===== src/rtl/parking_sensor_driver.sv =====
// Transmitter for the lot's a/b photo-sensor pair: plays one enter or exit
// obstruction sequence per request, each phase held for dwell+1 cycles.
module parking_sensor_driver #(
    parameter int DWELL_W = 8
) (
    input  logic               clk,
    input  logic               reset_n,
    input  logic               start_enter,
    input  logic               start_exit,
    input  logic               abort,
    input  logic [DWELL_W-1:0] dwell,
    output logic               a,
    output logic               b,
    output logic               busy,
    output logic               done,
    output logic               dir
);

    typedef enum logic [2:0] {
        IDLE,
        P1,
        P2,
        P3,
        DONE
    } state_t;

    state_t             state;
    logic [DWELL_W-1:0] cnt;
    logic [DWELL_W-1:0] reload;

    // Sensor pattern {a,b} for a phase; exit mirrors enter, P2 is shared.
    function automatic logic [1:0] pattern(input state_t s, input logic x);
        logic [1:0] p;
        p = 2'b00;
        case (s)
            P1:      p = x ? 2'b01 : 2'b10;
            P2:      p = 2'b11;
            P3:      p = x ? 2'b10 : 2'b01;
            default: p = 2'b00;
        endcase
        return p;
    endfunction

    always_ff @(posedge clk or negedge reset_n) begin
        if (!reset_n) begin
            state  <= IDLE;
            cnt    <= '0;
            reload <= '0;
            a      <= 1'b0;
            b      <= 1'b0;
            busy   <= 1'b0;
            done   <= 1'b0;
            dir    <= 1'b0;
        end else begin
            unique case (state)
                IDLE: begin
                    if (start_enter || start_exit) begin
                        state    <= P1;
                        dir      <= start_exit & ~start_enter;
                        reload   <= dwell;
                        cnt      <= dwell;
                        {a, b}   <= pattern(P1, start_exit & ~start_enter);
                        busy     <= 1'b1;
                    end
                    done <= 1'b0;
                end
                P1, P2, P3: begin
                    if (abort) begin
                        state  <= IDLE;
                        {a, b} <= 2'b00;
                        busy   <= 1'b0;
                    end else if (cnt != '0) begin
                        cnt <= cnt - 1'b1;
                    end else if (state == P3) begin
                        state  <= DONE;
                        cnt    <= reload;
                        {a, b} <= 2'b00;
                        done   <= 1'b1;
                    end else begin
                        state  <= (state == P1) ? P2 : P3;
                        cnt    <= reload;
                        {a, b} <= pattern((state == P1) ? P2 : P3, dir);
                    end
                end
                DONE: begin
                    state <= IDLE;
                    busy  <= 1'b0;
                    done  <= 1'b0;
                end
                default: begin
                    state  <= IDLE;
                    {a, b} <= 2'b00;
                    busy   <= 1'b0;
                    done   <= 1'b0;
                end
            endcase
        end
    end

endmodule


===== config.mk =====
export PLATFORM = sky130hd
export DESIGN_NAME = parking_sensor_driver
export DESIGN_NICKNAME = d
export VERILOG_FILES = /design/src/rtl/parking_sensor_driver.sv
export SDC_FILE = /design/constraint.sdc
export NUM_CORES = 1
export LEC_CHECK = 0
export ABC_AREA = 1
export CELL_PAD_IN_SITES_DETAIL_PLACEMENT = 1
export CELL_PAD_IN_SITES_GLOBAL_PLACEMENT = 1
export CORE_MARGIN = 10
export CORE_UTILIZATION = 35
export CTS_CLUSTER_DIAMETER = 30
export DETAILED_ROUTE_END_ITERATION = 8
export GPL_TIMING_DRIVEN = 0
export PLACE_DENSITY = 0.78
export SETUP_SLACK_MARGIN = 0.05
export SLEW_MARGIN = 10
export SYNTH_ARGS = -nofsm -noshare
export SYNTH_HDL_FRONTEND = slang
export SYNTH_SLANG_ARGS = --single-unit

===== constraint.sdc =====
create_clock -name clk -period 1.4 [get_ports clk]
set_clock_uncertainty 0.15 [all_clocks]
set_input_delay 0.28 -clock clk [delete_from_list [all_inputs] [get_ports clk]]
set_output_delay 0.28 -clock clk [all_outputs]
set_load 0.02 [all_outputs]

# Yosys cells after proc, flatten, opt, wreduce, memory -nomap -nowiden

Index checks and enable logic that the tools add are counted.

Output and inout bits: 5
Register bits after elaboration: 24
Input bits: 13
Logic and storage cells: 67

Eq/ne operators: 13
Bitwise gates (word level): 3
Add/subtract/negate cells: 1
Mux-type cells: 31
Reductions and logical operators: 11

Operators with widths:

| operator            | number |
|---|---|
| $mux 8              | 3 |
| $pmux 8 s2          | 1 |
| $mux 1              | 15 |
| $mux 3              | 4 |
| $ne 2x2->1 const B  | 5 |
| $reduce_and 3->1    | 3 |
| $reduce_bool 8->1   | 1 |
| $sub 8x1->8 const B | 1 |
| $eq 3x2->1 const B  | 2 |
| $mux 2              | 3 |
| $pmux 1 s3          | 2 |
| $pmux 2 s3          | 1 |
| $pmux 3 s2          | 1 |
| $reduce_and 2->1    | 3 |
| $eq 2x2->1 const B  | 2 |
| $eq 3x1->1 const B  | 1 |
| $eq 3x3->1 const B  | 1 |
| $logic_not 3->1     | 1 |
| $ne 3x3->1 const B  | 1 |
| $reduce_or 3->1     | 1 |
| $eq 2x1->1 const B  | 1 |
| $not 1->1           | 2 |
| $pmux 1 s2          | 1 |
| $reduce_bool 2->1   | 1 |
| 2 further kinds     | 2 |

# Logic depth before layout (Yosys ltp)

Depth after elaboration: 8
Mapped depth: 10
Mapped depth without buffers: 10

# Worst setup path before layout

No wires, ideal clock.

Path kind: register -> register
Start: register cnt[0]
End: register state[0]
Cell stages (with the launch flop): 10
Clock period less this slack: 1470 ps
Data required time: 1123 ps
Library setup time: 127 ps
Path buffers: 0
Arrival: 1193 ps
Slack: -70 ps
Cell sequence: dfrtp_1 > inv_1 > ha_1 > nand2_1 > inv_1 > nand2_4 > nand3_1 > nand2_1 > nand2_1 > o21ai_0

Longest elaborated chain between the ends: 3

RTL lines:

| element                    | RTL line | source |
|---|---|---|
| start, declared            | 28       | `logic [DWELL_W-1:0] cnt;` |
| start signal, assigned     | 61       | `cnt <= dwell;` |
| start signal, assigned     | 73       | `cnt <= cnt - 1'b1;` |
| start signal, assigned     | 76       | `cnt <= reload;` |
| $reduce_bool 8->1          | 72       | `end else if (cnt != '0) begin` |
| $ne 3x3->1 (no line)       | n/a      |  |
| $reduce_and 2->1 (no line) | n/a      |  |
| end signal, assigned       | 80       | `state <= (state == P1) ? P2 : P3;` |
| end, declared              | 27       | `state_t state;` |

No other way between the ends.
A chain may end at the register's enable or synchronous reset.

# Worst setup path after layout

Start: register cnt[2]
End: register cnt[4]

Longest elaborated chain between the ends: 4
Elaborated cells between the ends (all ways): 5
Those cells by class: 1 x add/sub; 3 x mux; 1 x reduce/logical

RTL lines:

| element                                          | RTL line | source |
|---|---|---|
| $sub 8x1->8 or $reduce_bool 8->1 (tied branches) | 73, 72   |  |
| $mux 8 (*)                                       | 72       |  |
| $mux 8 (*)                                       | 68       | `if (abort) begin` |
| $pmux 8 s2 (*)                                   | 55       | `unique case (state)` |

Every way passes the cells marked *; elsewhere a longest branch is shown, timed or not. The select of a mux whose other input is x is not followed.

==> flow_summary.ini <==
[synthesis]
synth_fp_nets = 215
synth-edff-count = 0
ys_types = 17
synthFlopType = dfrtp_1
yosysTopAreaCellShare_pct = 42.67
ys_warn_count = 0
syn-cell-area_mm2 = 0.001408
ys_top_cells_by_area = dfrtp_1 (43%), nand2_1 (14%), nor2_1 (8.5%)
synth-seq-cells = 24
syn_avg_cell_area_um2 = 7.038
ys_top_cells_by_count = nand2_1 (54), nor2_1 (32), inv_1 (27)
async_flop_share_pct = 100.0
yosysTopAreaCell = dfrtp_1
ys_seq_area_share_pct = 42.67
synth.most_common_cell = nand2_1
syn_inst = 200

[cts]
tritoncts = done
cts_sinks = 24
cts_made_buffers = 3
cts-htree-levels = 1
insertion_delay_ns = 0.27
clkTransAtPathRegs_ns = 0.09
cts_root_buf = clkbuf_8
clockBufferDepth = 2

[sta]
hold_ws_ns = 0.3432
layout_setup_ws_ns = -0.1447
tightest_slew_ns = 0.5166
period_minus_slack_ns = 1.545
fmax_mhz = 647.4
finalCritPeriodShare_pct = 110.3
rsz0062_at_grt = true
final_hold_viol_count = 0
setup_viol = 21
slew_viol_final = 0
slew_headroom_pct = 65.56

[setup_path]
crit_top_cell = nand2_2
cp_max_fo = 8
cp.required_ns = 1.46
crit_buf_inv = 0
cp_top_family = simple AND/OR/NAND/NOR gates
reg2reg_from = cnt[2]
r2r_slack_ns = -0.14
reg2regPathDepth = 7
r2r_end = cnt[4]
crit_slowest_cell = dfrtp_1
critPathLaunchType = register
path_cells = nor2_2 -> nand2_2 -> nor2_4 -> nor2_1 -> nand2_1 -> nand2_2 -> a21oi_2
arrival_ns = 1.60
critPathKind = reg2reg
critPathMaxStageDelay_ns = 0.42
worstSetupEndpointType = register

[floorplanning]
pin_count = 18
fp.coreArea_mm2 = 0.003771
start_util_pct = 37.33
die_y_um = 83.42
row_count = 22
die_w_um = 83.42
design.die.area_mm2 = 0.006958

[cells_and_area]
drive_above_1_share_pct = 44.13
diodes = 0
final_core_util_pct = 59.46
fin_nets = 264
fin_cells = 295
syn_to_final_growth_pct = 59.29

[global_route]
gr-total-overflow = 0
grt_pass1_vias = 1499
grt_usage_pct = 12.06
grt_antenna_before_repair = 0
grt_max_degree = 25
grt_pass1_wl_um = 7155

[route]
ant_nets = 0
vias = 1500
drc = 0
vias_per_cell = 5.085
wl_um = 5190
drt_pass1_iterations = 4
drt-wirelength-per-cell_um = 17.59
initialDrtViolationCount = 81

[place]
io_buffer_count = 17
hpwl_um = 2775
dp_cells = 265
gp_congestion = 0.8082

[power]
irDropWorstVdd_uv = 1005
power.density_mw_per_mm2 = 2404
cellLeakagePower_nw = 1.078
total_power_mw = 5.389

[worst_hold_path]
worst_hold_startpoint = b
whs_endpoint = b
hold_path_class = reg2reg
hold_path_depth = 2

[run_status]
violations = negative setup slack
outcome = finished with violations

[run]
maxCapViolCount = 0
state kept, by name (all words and copies together) (netlist names):
signal and flops:
done 1, state 3, dir 1, a 1, b 1, reload 8, cnt 8, busy 1
cells in the final DEF, fill, tap and decap left out, types with 5 or more instances in the layout:
| master | synthesis | routed |
|---|---|---|
| nor2_4 | 2 | 10 |
| inv_1 | 27 | 20 |
| buf_2 | 1 | 5 |
| nand2_2 | 2 | 13 |
| nand3_1 | 16 | 12 |
| o21ai_1 | 0 | 7 |
| dfrtp_1 | 24 | 21 |
| a21oi_2 | 0 | 9 |
| nand2_4 | 4 | 7 |
| nor2_2 | 1 | 7 |
| nand2_1 | 54 | 38 |
| o21ai_2 | 0 | 6 |
| inv_2 | 2 | 5 |
| clkdlybuf4s50_1 | 0 | 11 |
| buf_4 | 0 | 19 |
| nor2_1 | 32 | 18 |
worst max path at each step:
stage / cells after the start / slack (ns) / from / end
floorplan: 8 / 0.02 / state[1] / cnt[3]
global placement: 1 / -0.44 / reset_n / b
detailed placement: 1 / -0.45 / reset_n / b
CTS: 8 / -0.07 / state[0] / cnt[5]
global route: 7 / -0.21 / cnt[2] / cnt[1]
finish: 7 / -0.14 / cnt[2] / cnt[4]
per-stage QoR:
step	setup TNS, ns	worst slack [ns]	cell area, µm²
3_5_place_dp	-17.19	-0.4516	1672
4_1_cts	-0.5668	-0.07334	1912
6_report	-1.281	-0.1447	2242
3_3_place_gp	-16.54	-0.4359	1672
5_1_grt	-2.961	-0.2147	2242
2_1_floorplan	0	0.02330	1441
per-layer routing:
layer | global-route usage (%) | vias to the layer above | routed length, µm
li1 | - | 720 | -
met1 | 14.58 | 750 | 2190
met2 | 21.23 | 25 | 2830
met3 | 2.246 | 5 | 122
met4 | 3.026 | 0 | 46
met5 | 0 | - | 0
power breakdown:
| group | switching (mW) | internal, mW | leakage, nW |
|---|---|---|---|
| clock | 0.231 | 0.193 | 0.0216 |
| combinational | 2.09 | 1.60 | 0.769 |
| sequential | 0.245 | 1.02 | 0.288 |
| total | 2.57 | 2.82 | 1.08 |
logic make-up (layout without fill, tap and decap cells):
kind of cell / Yosys count / in the layout / synth area share, %
DFF: 24 / 24 / 42.67
AOI/OAI and AO/OA: 30 / 30 / 10.67
adders and majority gates: 2 / 2 / 1.777
buffers and inverters: 31 / 77 / 9.155
xor gates and xnor gates: 1 / 1 / 0.6223
and+or+nand+nor: 112 / 113 / 35.11
repair_timing:
| item | CTS | global route |
|---|---|---|
| pin swaps | 10 | 15 |
| hold buffers | 0 | 1 |
| cloned | 1 | 2 |
| hold endpoints to repair | 0 | 7 |
| endpoints found under the setup margin | 53 | 27 |
| setup buffers | 16 | 7 |
| resized for setup | 44 | 68 |
area by class of cell:
class	count	area [µm²]
fillers	423	1529
multi-input cells	146	969.7
plain buffers	2	35.03
inverters	29	118.9
clock buffers	3	41.29
flip-flops and latches	24	604.3
well taps	48	60.06
repair buffers	43	412.9
tightest hold or removal path, cell delays in order (launching register included):
cell,delay [ns]
dfrtp_1,0.35
nand2_1,0.06
nand2_1,0.06
Note: power is estimated with default switching activity, not from simulation.
